--- config.mk ---
export PLATFORM = sky130hd
export DESIGN_NAME = dot_matrix_scheduler
export DESIGN_NICKNAME = d
export VERILOG_FILES = /design/src/rtl/dot_matrix_scheduler_pkg.sv /design/src/rtl/dot_rr_arbiter.sv /design/src/rtl/dot_matrix_scheduler.sv
export SDC_FILE = /design/constraint.sdc
export NUM_CORES = 1
export LEC_CHECK = 0
export ABC_AREA = 1
export CAP_MARGIN = 25
export CORE_MARGIN = 5
export CORE_UTILIZATION = 54
export DETAILED_ROUTE_END_ITERATION = 6
export PLACE_DENSITY = 0.75
export RECOVER_POWER = 50
export SYNTH_ARGS = -nofsm -noshare
export SYNTH_HDL_FRONTEND = slang
export SYNTH_SLANG_ARGS = --single-unit
--- constraint.sdc ---
create_clock -name div_clk -period 1.5 [get_ports div_clk]
set_input_delay 0.3 -clock div_clk [delete_from_list [all_inputs] [get_ports div_clk]]
set_output_delay 0.3 -clock div_clk [all_outputs]
set_load 0.01 [all_outputs]
--- src/rtl/dot_matrix_scheduler_pkg.sv ---
`default_nettype none
// ============================================================================
// Package     : dot_matrix_pkg
// Description : Shared constants, FSM state type and row-select decode for
//               the dot-matrix scheduler.
// Contents    : ROWS, COLS   - frame buffer geometry (8 x 8)
//               state_t      - scheduler FSM states (IDLE, CLEAR)
//               row_pattern  - row index -> active-low one-cold row select
// Revision    : 1.0 - initial release
// ============================================================================
package dot_matrix_pkg;

    localparam int ROWS = 8;
    localparam int COLS = 8;

    typedef enum logic [0:0] {
        IDLE  = 1'b0,
        CLEAR = 1'b1
    } state_t;

    // Row 0 drives the MSB low, row 7 drives the LSB low.
    function automatic logic [COLS-1:0] row_pattern(input logic [2:0] idx);
        return ~(8'h80 >> idx);
    endfunction

endpackage
`default_nettype wire

--- src/rtl/dot_rr_arbiter.sv ---
`default_nettype none
// ============================================================================
// Module      : dot_rr_arbiter
// Description : Two-requester round-robin arbiter. A requester is eligible
//               while it requests and its grant is low; on a tie the one not
//               granted most recently wins. Grants are registered one-cycle
//               pulses; the win signals are the same decision, combinational,
//               so the caller can commit its write on the granting edge.
// Ports       : clk, rst_n        - clock, asynchronous active-low reset
//               en                - arbitration allowed this cycle
//               req_a, req_b      - raw requests (a = favoured after reset)
//               win_a, win_b      - combinational decision for this edge
//               gnt_a, gnt_b      - registered grant pulses
// Revision    : 1.0 - initial release
// ============================================================================
module dot_rr_arbiter (
    input  logic clk,
    input  logic rst_n,
    input  logic en,
    input  logic req_a,
    input  logic req_b,
    output logic win_a,
    output logic win_b,
    output logic gnt_a,
    output logic gnt_b
);

    logic last_a;   // 1 when a received the most recent grant
    logic elig_a;
    logic elig_b;

    always_comb begin
        elig_a = req_a & ~gnt_a;
        elig_b = req_b & ~gnt_b;
        win_a  = en & elig_a & (~elig_b | ~last_a);
        win_b  = en & elig_b & ~win_a;
    end

    always_ff @(posedge clk or negedge rst_n) begin
        if (!rst_n) begin
            gnt_a  <= 1'b0;
            gnt_b  <= 1'b0;
            last_a <= 1'b0;
        end else begin
            gnt_a <= win_a;
            gnt_b <= win_b;
            if (win_a) begin
                last_a <= 1'b1;
            end else if (win_b) begin
                last_a <= 1'b0;
            end
        end
    end

endmodule
`default_nettype wire

--- src/rtl/dot_matrix_scheduler.sv ---
`default_nettype none
// ============================================================================
// Module      : dot_matrix_scheduler
// Description : 8x8 LED dot-matrix frame buffer with two arbitrated writers
//               (keypad painter: OR-merge, animation: overwrite), an 8-cycle
//               whole-buffer clear, and a row scanner driven by scan_tick.
// Ports       : div_clk            - clock
//               rst                - asynchronous active-low reset
//               scan_tick          - advance the row scan
//               kp_req/row/data/gnt- keypad painter write port (OR-merge)
//               an_req/row/data/gnt- animation write port (overwrite)
//               clr                - start a frame clear
//               dot_row            - active-low one-cold row select
//               dot_col            - active-high column data
//               busy               - clear in progress
// Config      : DOT_BLANK_EN - blank dot_col for one cycle after each
//               scan_tick before showing the row data.
// Revision    : 1.0 - initial release
// ============================================================================
module dot_matrix_scheduler
    import dot_matrix_pkg::*;
(
    input  logic            div_clk,
    input  logic            rst,
    input  logic            scan_tick,
    input  logic            kp_req,
    input  logic [2:0]      kp_row,
    input  logic [7:0]      kp_data,
    output logic            kp_gnt,
    input  logic            an_req,
    input  logic [2:0]      an_row,
    input  logic [7:0]      an_data,
    output logic            an_gnt,
    input  logic            clr,
    output logic [7:0]      dot_row,
    output logic [7:0]      dot_col,
    output logic            busy
);

    logic [COLS-1:0] frame [ROWS];
    state_t          state;
    state_t          state_next;
    logic [2:0]      clr_idx;
    logic [2:0]      scan_idx;
    logic            arb_en;
    logic            kp_win;
    logic            an_win;

    // ---------------- FSM ----------------
    always_ff @(posedge div_clk or negedge rst) begin
        if (!rst) begin
            state <= IDLE;
        end else begin
            state <= state_next;
        end
    end

    always_comb begin
        state_next = state;
        arb_en     = 1'b0;
        busy       = 1'b0;
        case (state)
            IDLE: begin
                if (clr) begin
                    state_next = CLEAR;
                end else begin
                    arb_en = 1'b1;
                end
            end
            CLEAR: begin
                busy = 1'b1;
                if (clr_idx == 3'd7) begin
                    state_next = IDLE;
                end
            end
            default: state_next = IDLE;
        endcase
    end

    // Held at 0 in IDLE so each clear starts at row 0; wraps 7->0 on exit.
    always_ff @(posedge div_clk or negedge rst) begin
        if (!rst) begin
            clr_idx <= 3'd0;
        end else if (state == CLEAR) begin
            clr_idx <= clr_idx + 3'd1;
        end else begin
            clr_idx <= 3'd0;
        end
    end

    // ---------------- Arbiter ----------------
    dot_rr_arbiter u_arb (
        .clk   (div_clk),
        .rst_n (rst),
        .en    (arb_en),
        .req_a (kp_req),
        .req_b (an_req),
        .win_a (kp_win),
        .win_b (an_win),
        .gnt_a (kp_gnt),
        .gnt_b (an_gnt)
    );

    // ---------------- Frame buffer ----------------
    always_ff @(posedge div_clk or negedge rst) begin
        if (!rst) begin
            for (int i = 0; i < ROWS; i++) begin
                frame[i] <= '0;
            end
        end else if (state == CLEAR) begin
            frame[clr_idx] <= '0;
        end else if (kp_win) begin
            frame[kp_row] <= frame[kp_row] | kp_data;
        end else if (an_win) begin
            frame[an_row] <= an_data;
        end
    end

    // ---------------- Row scanner ----------------
    // frame[] is read with its pre-edge value, so a write landing on the
    // scanned row in the same cycle shows up on the next pass.
`ifdef DOT_BLANK_EN
    logic            blank_pend;
    logic [COLS-1:0] col_hold;

    always_ff @(posedge div_clk or negedge rst) begin
        if (!rst) begin
            scan_idx   <= 3'd0;
            dot_row    <= 8'hFF;
            dot_col    <= 8'h00;
            blank_pend <= 1'b0;
            col_hold   <= 8'h00;
        end else if (scan_tick) begin
            scan_idx   <= scan_idx + 3'd1;
            dot_row    <= row_pattern(scan_idx);
            dot_col    <= 8'h00;
            col_hold   <= frame[scan_idx];
            blank_pend <= 1'b1;
        end else if (blank_pend) begin
            dot_col    <= col_hold;
            blank_pend <= 1'b0;
        end
    end
`else
    always_ff @(posedge div_clk or negedge rst) begin
        if (!rst) begin
            scan_idx <= 3'd0;
            dot_row  <= 8'hFF;
            dot_col  <= 8'h00;
        end else if (scan_tick) begin
            scan_idx <= scan_idx + 3'd1;
            dot_row  <= row_pattern(scan_idx);
            dot_col  <= frame[scan_idx];
        end
    end
`endif

endmodule
`default_nettype wire

==> impl_results.md, run 1 <==
* Placed cells at 1113
* First-pass GRT wire length at between 30000 and 40000 um
* Area of the multi-input gates at roughly 3600 um^2
* Die area at roughly 13000 um^2
* Fraction of final layout cells sized beyond drive strength 1 at 0.222
* Reg clk slew, reported paths at roughly 0.090 ns
* Core area at 10900 um^2
* Antenna Cells at 0
* Commonest cells after routing, fill and taps aside: nand2_1 (339), dfrtp_1 (81), nand3_1 (77)
* Setup crit start: state
* GRT overflow at 0
* Via Count at 6700
* Die width at 116 um
* Worst setup path endpoint: frame[7]
* Reg-to-Reg End: frame[7]
* First drt pass iteration count at 5
* DRC at 0
* Worst slew pin tran at around 0.78 ns
* Post-synthesis cell area at about 6000 um^2
* CP peak stage delay at about 0.43 ns
* Total placed instance area at slightly above 7000 um^2
* Failing checks: setup timing
* Int Power at 6.89 mW
* GRT Overall Usage at 0.344
* P_sw at 6.19 mW
* Clock sink count at 90
* Maxcap violations at 0
* Register bit total from synthesis at 90
* Initial Util at 0.554
* Syn nets at 920
* Most frequent CP cell: nand2_1
* DRT iter0 DRCs at 831
* Num CTS Buffers at 9
* Register share of total power at 0.317
* Root buffer cell: clkbuf_8
* Setup WS post-layout at -0.220 ns
* Distinct cell type count after synthesis at 38
* Die Ht at approximately 120 um
* Min-Delay Path Class: in -> async
* Final critical-path required period at 1.72 ns
* Routability cong. at roughly 1.1
* Arrival time at the worst endpoint at 2.04 ns
* Sequential element share of the synthesized area at 0.375
* Reg2Reg Depth at 12
* Clock Path Buffers at 2
* Max FO, Critical Path at 6
* Vias in the first global route at roughly 6500
* Slew Viols, Final at 0
* Worst-path cell with the longest stage delay: dfrtp_2
* Worst reg-to-reg setup slack at -0.22 ns
* FILL cells at approximately 880
* Clk_skew at between 0.009 and 0.01 ns
* Worst Path Buf+Inv at 4
* Outcome: finished, violations left
* Num rows at 38
* Relative slew slack at 0.477
* VDD IR max at about 1100 uV
* Design Area, Final at around 8000 um^2
* CP endpoint kind: register
* Critical Path RT at roughly 1.8 ns
* Setup CP Type: reg -> reg
* # nets final at slightly above 1000
* Clk Latency, worst-skew pair at 0.38 ns
* # setup viols final at 64
* Stages on worst setup path at 12
* R2R Path Start: state
* DP HPWL at roughly 16000 um
* Final hold vios at 0
* Static Leak at roughly 4.0 nW
* Reg area at ~2300 um^2
* Routed Antenna Nets at 0
* Layout Cells excl Fill at approximately 1100
* # IOs at 47
* Via density at 5.88
* Largest net degree at the start of global routing at 38
* Commonest non-fill, non-tap cell in the layout: nand2_1
* Initial antenna violation count at 0
* Synth Warn # at 0
* Cell class contributing the biggest share of worst-path delay: simple AND/OR/NAND/NOR gates
* H-tree depth at 3
* Clock power frac at 0.118
* Async SR Flop Fraction at 1.00
* Tcrit/Tclk final at 1.15
* EDFF count, synth at 0
* Pre-CTS setup slack at -0.682 ns
* Unrepaired setup endpoints after global routing: yes
* Area Growth Syn to Fin at 29.1%
* Avg Cell Area, Syn at just under 7 um^2
* Sw frac at 0.474
* Mapped Cells at roughly 880
* Gate power share at 0.565
* Top FF cell, synth: dfrtp_1
* CP cell instances: buf_6 > inv_8 > nand2_8 > nor2_8 > nand2_8 > buf_8 > nor2_4 > buf_6 > nand2_1 > nand2_1 > nand2_1 > nand2_1
* Pwr Density at roughly 1700 nW/um^2
* I/O Buffers at 46
* CTS tree: yes
* Routed WL at between 20000 and 25000 um
* CP Launch Type: register
* Wirelength per Cell at roughly 20 um
* FMAX at approximately 0.58 GHz
synthesized netlist by cell type, drive strengths merged (6+ instances only):
| cell type | count | share of area |
|---|---|---|
| inv | 68 | 0.044 |
| nor2 | 78 | 0.067 |
| dfstp | 8 | 0.035 |
| clkbuf | 18 | 0.011 |
| o31ai | 6 | 0.0075 |
| o211ai | 16 | 0.022 |
| buf | 20 | 0.026 |
| a21oi | 16 | 0.013 |
| ha | 8 | 0.017 |
| dfrtp | 82 | 0.34 |
| nand3 | 103 | 0.090 |
| nand2 | 388 | 0.26 |
| nand4 | 22 | 0.023 |
| o21ai | 34 | 0.028 |
metrics by stage:
step           utilization  setup TNS [ns]  hold slack [ns]  total power [mW]
6_report             0.715           -9.50            0.384              13.1
5_1_grt              0.715          -14.23            0.435              13.9
4_1_cts              0.702           -7.27            0.326              12.6
3_5_place_dp         0.664          -37.79            0.195              10.9
3_3_place_gp         0.664          -35.97            0.195              10.7
2_1_floorplan            -           -1.45          0.00441              7.81
state kept, by name, summed over array words and instances (netlist names):
name and cells:
clr_idx 3, frame 64, dot_row 8, state 1
u_arb.last_a 1, u_arb.gnt_a 1, scan_idx 3, u_arb.gnt_b 1
dot_col 8
power by group through the flow:
stage | Sequential (mW) | Clock (mW) | Combinational [mW]
6_report | 4.15 | 1.54 | 7.38
2_1_floorplan | 3.97 | 0 | 3.84
5_1_grt | 4.24 | 1.65 | 7.97
3_3_place_gp | 4.10 | 0 | 6.59
3_5_place_dp | 4.14 | 0 | 6.73
4_1_cts | 4.08 | 1.56 | 6.99
metal layers:
| metal | share of wire | vias to the layer above | global-route usage |
|---|---|---|---|
| met5 | 0 | - | 0 |
| met4 | 0.056 | 0 | 0.179 |
| met1 | 0.39 | 3122 | 0.455 |
| li1 | - | 3052 | - |
| met2 | 0.46 | 437 | 0.546 |
| met3 | 0.10 | 89 | 0.0574 |
layout make-up:
cell class | count | area share
Clock buffer | 11 | 0.0182
Clock inverter | 5 | 0.00386
Inverter | 71 | 0.0373
Multi-Input combinational cell | 686 | 0.457
Sequential cell | 90 | 0.291
Tap cell | 140 | 0.0225
Timing Repair Buffer | 137 | 0.171
worst min-delay path by stage:
stage | to | slack (ns) | cells past startpoint
3_5_place_dp | frame[35] | 0.20 | 1
4_1_cts | frame[35] | 0.33 | 2
3_3_place_gp | frame[33] | 0.20 | 1
2_1_floorplan | clr_idx[0] | 0.004 | 0
6_report | frame[35] | 0.38 | 2
5_1_grt | frame[35] | 0.44 | 2
cells by family (layout without fill, tap and decap cells):
family                     after synthesis  after routing  share of synthesized area
buffers and inverters                  109            224                     0.0841
DFF                                     90             90                      0.375
adders and majority gates                8              8                     0.0166
AOI/OAI and AO/OA                       79             79                     0.0793
and+or+nand+nor                        597            598                      0.443
xor gates and xnor gates                 1              1                    0.00145
timing repair:
item	4_1_cts	5_1_grt
pin swaps	12	26
resized for setup	69	59
hold buffers	1	0
setup buffers	8	1
cloned	1	0
endpoints found under the hold margin	14	0
endpoints found under the setup margin	83	75
(Power assumes the default switching activity.)
==> inputs of run 2 (changes only) <==
- CTS_CLUSTER_DIAMETER: default -> 150
- GPL_ROUTABILITY_DRIVEN: default -> 0
- SKIP_CTS_REPAIR_TIMING: default -> 1
==> impl_results.md, run 2 (same netlist as run 1, synthesis figures left out) <==
* Most flops, register: frame
* Setup WS post-layout at -0.205 ns (+0.0152 ns)
* H-tree depth at 3 (unchanged)
* Outcome: finished, violations left
* Worst-path cell with the longest stage delay: dfrtp_2
* Maxcap violations at 0 (unchanged)
* Area Growth Syn to Fin at 33.5%
* FMAX at 0.587 GHz (+0.89%)
* CTS tree: yes
* GRT overflow at 0 (unchanged)
* CP Launch Type: register
* Largest net degree at the start of global routing at 33 (-13%)
* Area of the multi-input gates at 3600 um^2 (+1.3%)
* Arrival time at the worst endpoint at 2.03 ns (about the same)
* Max FO, Critical Path at 8 (+2)
* Reg2Reg Depth at 9 (-3)
* DRC at 16 (+16)
* Initial Util at 0.554 (unchanged)
* Placed cells at 1115 (+0.18%)
* Commonest cells after routing, fill and taps aside: nand2_1 (325), dfrtp_1 (81), buf_4 (78)
* Reg area at 2260 um^2 (unchanged)
* WHS Path Cells at 2
* CP cell instances: inv_8 > nand2_8 > nor2_8 > nand2_8 > buf_8 > buf_8 > nor2_4 > nand2_1 > nand3_1
* Worst Path Buf+Inv at 3 (-1)
* First-pass GRT wire length at 33400 um (-5.0%)
* Fraction of final layout cells sized beyond drive strength 1 at 0.253 (+0.0312)
* Pre-CTS setup slack at -0.684 ns (-0.00156 ns)
* Wirelength per Cell at 19.8 um (+0.55%)
* Tcrit/Tclk final at 1.14 (-0.0101)
* Initial antenna violation count at 1 (+1)
* Via Count at 7073 (+5.6%)
* Commonest non-fill, non-tap cell in the layout: nand2_1
* Die area at 13400 um^2 (unchanged)
* Failing checks: DRC, setup timing
* Routed WL at 22900 um (+1.9%)
* Reg clk slew, reported paths at 0.09 ns (about the same)
* Antenna Cells at 0 (unchanged)
* Clock Path Buffers at 2 (unchanged)
* Clk_skew at 0.0138 ns (+0.00404 ns)
* Num rows at 38 (unchanged)
* Stages on worst setup path at 9 (-3)
* CP endpoint kind: register
* Relative slew slack at 0.500 (+0.0229)
* Worst slew pin tran at 0.750 ns (-0.0277 ns)
* Vias in the first global route at 6548 (+0.35%)
* Reg-to-Reg End: frame[49]
* R2R Path Start: state
* Worst reg-to-reg setup slack at -0.20 ns (+0.02 ns)
* # nets final at 1046 (+1.5%)
* # setup viols final at 64 (unchanged)
* VDD IR max at 1320 uV (+16%)
* Hold Path End: dot_col[3]
* I/O Buffers at 46 (unchanged)
* Unrepaired setup endpoints after global routing: yes
* FILL cells at 846 (-4.2%)
* CP peak stage delay at 0.46 ns (+0.03 ns)
* Final hold vios at 0 (unchanged)
* Die width at 116 um (unchanged)
* GRT Overall Usage at 0.325 (-0.0196)
* Core area at 10900 um^2 (unchanged)
* Pwr Density at 1710 nW/um^2 (+1.6%)
* First drt pass iteration count at 7 (+2)
* Root buffer cell: clkbuf_8
* Critical Path RT at 1.82 ns (about the same)
* # IOs at 47 (unchanged)
* Final critical-path required period at 1.70 ns (-0.0152 ns)
* Via density at 6.12 (+4.2%)
* Min-Delay Path Class: reg -> reg
* Clk Latency, worst-skew pair at 0.40 ns (+0.02 ns)
* Slew Viols, Final at 0 (unchanged)
* Static Leak at 4.26 nW (+6.6%)
* Clock sink count at 90 (unchanged)
* DP HPWL at 15700 um (-4.6%)
* Max reg flops at 64 (unchanged)
* Num CTS Buffers at 9 (unchanged)
* Hold path start: dot_col[3]
* Cell class contributing the biggest share of worst-path delay: simple AND/OR/NAND/NOR gates
* Setup CP Type: reg -> reg
* Top flop regs: frame (64), dot_col (8), dot_row (8)
* Routed Antenna Nets at 0 (unchanged)
* Die Ht at 116 um (unchanged)
* DRT iter0 DRCs at 953 (+15%)
* Layout Cells excl Fill at 1155 (+1.3%)
[run 2: changes by cell type in the layout (fill, tap and decap cells not counted), moves of 14 or more]
cell | before | now
dlymetal6s2s_1 | 0 | 22
nand2_1 | 339 | 325
nand2_2 | 37 | 55
dlygate4sd2_1 | 14 | 0
buf_4 | 63 | 78
[run 2: worst max-delay path by stage]
stage	slack (ns)	endpoint	start
floorplan	-0.07	frame[56]	state
global placement	-0.66	frame[15]	kp_row[2]
detailed placement	-0.68	frame[15]	kp_row[2]
CTS	-0.41	busy	state
global route	-0.23	frame[36]	state
finish	-0.20	frame[49]	state
[run 2: metal layers]
metal	part of all wire	global-route usage
met1	0.36	0.411
met2	0.44	0.490
met3	0.13	0.0903
met4	0.077	0.206
met5	0	0
[run 2: area by class of cell]
| cell class | count | area share |
|---|---|---|
| multi-input cells | 686 | 0.447 |
| well taps | 140 | 0.0218 |
| flip-flops and latches | 90 | 0.281 |
| clock buffers | 15 | 0.0244 |
| repair buffers | 152 | 0.189 |
| clock inverters | 1 | 0.000622 |
| inverters | 71 | 0.0359 |
[run 2: where the power goes]
group	internal, mW	switching, mW
clock network	0.829	0.916
logic	3.16	4.62
registers	3.34	0.866
total	7.33	6.40
[run 2: worst reg2reg max path, cell delays in order, from the launching register on]
cell     delay, ns
dfrtp_2       0.46
inv_8         0.08
nand2_8       0.07
nor2_8        0.18
nand2_8       0.10
buf_8         0.16
buf_8         0.14
nor2_4        0.24
nand2_1       0.10
nand3_1       0.11
[run 2: per-stage QoR]
step	power, mW	utilization	instance area [um^2]	hold WS [ns]	setup TNS (ns)
after detailed placement	10.7	0.659	7170	0.263	-36.68
after CTS	12.4	0.677	7370	-0.160	-14.04
after floorplan	7.81	-	6030	0.00441	-1.45
after global placement	10.5	0.659	7170	0.256	-34.50
final	13.7	0.739	8050	0.478	-7.73
after global routing	14.4	0.739	8050	0.500	-11.34
==> inputs of run 3 (changes only) <==
- PLACE_DENSITY: 0.75 -> 0.86
- REMOVE_ABC_BUFFERS: default -> 1
==> impl_results.md, run 3 (same netlist as run 1, synthesis figures left out) <==
* Outcome: finished, violations left
* Failing checks: DRC, setup timing
* Clk_skew at 0.0197 ns (+0.00590 ns)
* DP HPWL at 14900 um (-5.1%)
* Clock sink count at 90 (unchanged)
* GRT overflow at 0 (unchanged)
* CP endpoint kind: register
* Commonest non-fill, non-tap cell in the layout: nand2_1
* Routed Antenna Nets at 0 (unchanged)
* Top flop regs: frame (64), dot_col (8), dot_row (8)
* H-tree depth at 3 (unchanged)
* Clock Path Buffers at 2 (unchanged)
* Largest net degree at the start of global routing at 91 (+180%)
* CP Launch Type: register
* Stages on worst setup path at 11 (+2)
* Worst reg-to-reg setup slack at -0.29 ns (-0.09 ns)
* DRT iter0 DRCs at 1247 (+31%)
* Cell class contributing the biggest share of worst-path delay: simple AND/OR/NAND/NOR gates
* Reg-to-Reg End: frame[31]
* Max reg flops at 64 (unchanged)
* Fraction of final layout cells sized beyond drive strength 1 at 0.280 (+0.0270)
* WHS Path Cells at 2 (unchanged)
* Die Ht at 116 um (unchanged)
* Critical Path RT at 1.78 ns (-0.04 ns)
* CP peak stage delay at 0.45 ns (about the same)
* Unrepaired setup endpoints after global routing: yes
* Clock power frac at 0.128 (about the same)
* # IOs at 47 (unchanged)
* Clk Latency, worst-skew pair at 0.41 ns (about the same)
* Root buffer cell: clkbuf_8
* First-pass GRT wire length at 32800 um (-2.0%)
* Pre-CTS setup slack at -0.768 ns (-0.0840 ns)
* First drt pass iteration count at 7 (unchanged)
* DRC at 45 (+29)
* Commonest cells after routing, fill and taps aside: nand2_1 (315), buf_4 (84), dfrtp_1 (81)
* FILL cells at 722 (-15%)
* Setup WS post-layout at -0.290 ns (-0.0856 ns)
* Static Leak at 4.34 nW (+2.0%)
* Wirelength per Cell at 20.7 um (+4.5%)
* Setup crit start: state
* Hold path start: dot_row[4]
* Num CTS Buffers at 9 (unchanged)
* Int Power at 7.28 mW (-0.69%)
* Setup CP Type: reg -> reg
* Arrival time at the worst endpoint at 2.07 ns (+0.04 ns)
* Via Count at 7220 (+2.1%)
* Tcrit/Tclk final at 1.19 (+0.0571)
* Initial antenna violation count at 0 (-1)
* Initial Util at 0.554 (unchanged)
* Via density at 6.24 (+1.9%)
* P_sw at 6.69 mW (+4.6%)
* Most flops, register: frame
* # setup viols final at 65 (+1.6%)
* Final hold vios at 0 (unchanged)
* Routed WL at 24000 um (+4.7%)
* Relative slew slack at 0.427 (-0.0729)
* Die width at 116 um (unchanged)
* Max FO, Critical Path at 8 (unchanged)
* CP cell instances: inv_8 > nand2_8 > buf_12 > nor2_4 > nand2_1 > nand2_1 > nand2_1 > nand2_2 > nand2_4 > nand2_1 > nand3_1
* Most frequent CP cell: nand2_1
* Min Hold Slack at 0.491 ns (+0.0131 ns)
* Sw frac at 0.479 (+0.0129)
* Worst-path cell with the longest stage delay: dfrtp_2
* CTS tree: yes
* Antenna Cells at 0 (unchanged)
* Die area at 13400 um^2 (unchanged)
* Num rows at 38 (unchanged)
* I/O Buffers at 46 (unchanged)
* Reg2Reg Depth at 11 (+2)
* Min-Delay Path Class: reg -> reg
* Area Growth Syn to Fin at 35.7%
* Gate power share at 0.567 (about the same)
* FMAX at 0.559 GHz (-4.8%)
* VDD IR max at 1540 uV (+16%)
* Reg clk slew, reported paths at 0.09 ns (about the same)
* Register share of total power at 0.305 (about the same)
* # nets final at 1048 (+0.19%)
* Maxcap violations at 0 (unchanged)
* Core area at 10900 um^2 (unchanged)
* Final critical-path required period at 1.79 ns (+0.0856 ns)
* R2R Path Start: state
* Pwr Density at 1710 nW/um^2 (about the same)
* Worst slew pin tran at 0.860 ns (+0.109 ns)
* GRT Overall Usage at 0.318 (-0.00626)
* Vias in the first global route at 6395 (-2.3%)
* Slew Viols, Final at 0 (unchanged)
* Worst Path Buf+Inv at 2 (-1)
* Hold Path End: dot_row[4]
[run 3: per-layer routing]
metal	global-route usage	routed length (um)
met4	0.203	2230
met1	0.410	8110
met3	0.104	3530
met2	0.461	10100
met5	0	0
[run 3: power by group through the flow]
stage                     clock network [mW]  registers (mW)  logic, mW
after floorplan                            0            4.11       3.39
after global placement                     0            4.10       6.45
after detailed placement                   0            4.13       6.60
after CTS                               1.72            4.09       6.64
after global routing                    1.85            4.33       8.43
final                                   1.79            4.26       7.92
[run 3: stage by stage]
| stage | total power [mW] | utilization | cells | TNS (ns) | cell area, um^2 |
|---|---|---|---|---|---|
| finish | 14.0 | 0.751 | 1157 | -12.31 | 8180 |
| floorplan | 7.50 | - | 846 | -27.27 | 5800 |
| CTS | 12.5 | 0.685 | 1146 | -21.35 | 7460 |
| global placement | 10.6 | 0.668 | 1130 | -39.54 | 7270 |
| detailed placement | 10.7 | 0.668 | 1130 | -42.67 | 7270 |
| global route | 14.6 | 0.751 | 1157 | -16.40 | 8180 |
[run 3: cell type report]
cell class / count / area, um^2 / share of cell area
inverters: 71 / 287 / 0.0350
well taps: 140 / 175 / 0.0214
flip-flops and latches: 90 / 2260 / 0.277
multi-input cells: 686 / 3770 / 0.461
repair buffers: 154 / 1500 / 0.183
clock buffers: 14 / 153 / 0.0187
clock inverters: 2 / 37.5 / 0.00459
[run 3: worst register-to-register path: stages, from the launching register on]
cell and delay [ns]:
dfrtp_2 0.45, inv_8 0.08, nand2_8 0.06, buf_12 0.13, nor2_4 0.22, nand2_1 0.09, nand2_1 0.07, nand2_1 0.08
nand2_2 0.17, nand2_4 0.14, nand2_1 0.10, nand3_1 0.07
[run 3: worst max-delay path by stage]
stage	endpoint	slack, ns
after detailed placement	frame[22]	-0.77
after global placement	frame[10]	-0.70
final	frame[31]	-0.29
after global routing	frame[31]	-0.34
after CTS	frame[4]	-0.39
after floorplan	dot_col[1]	-0.71
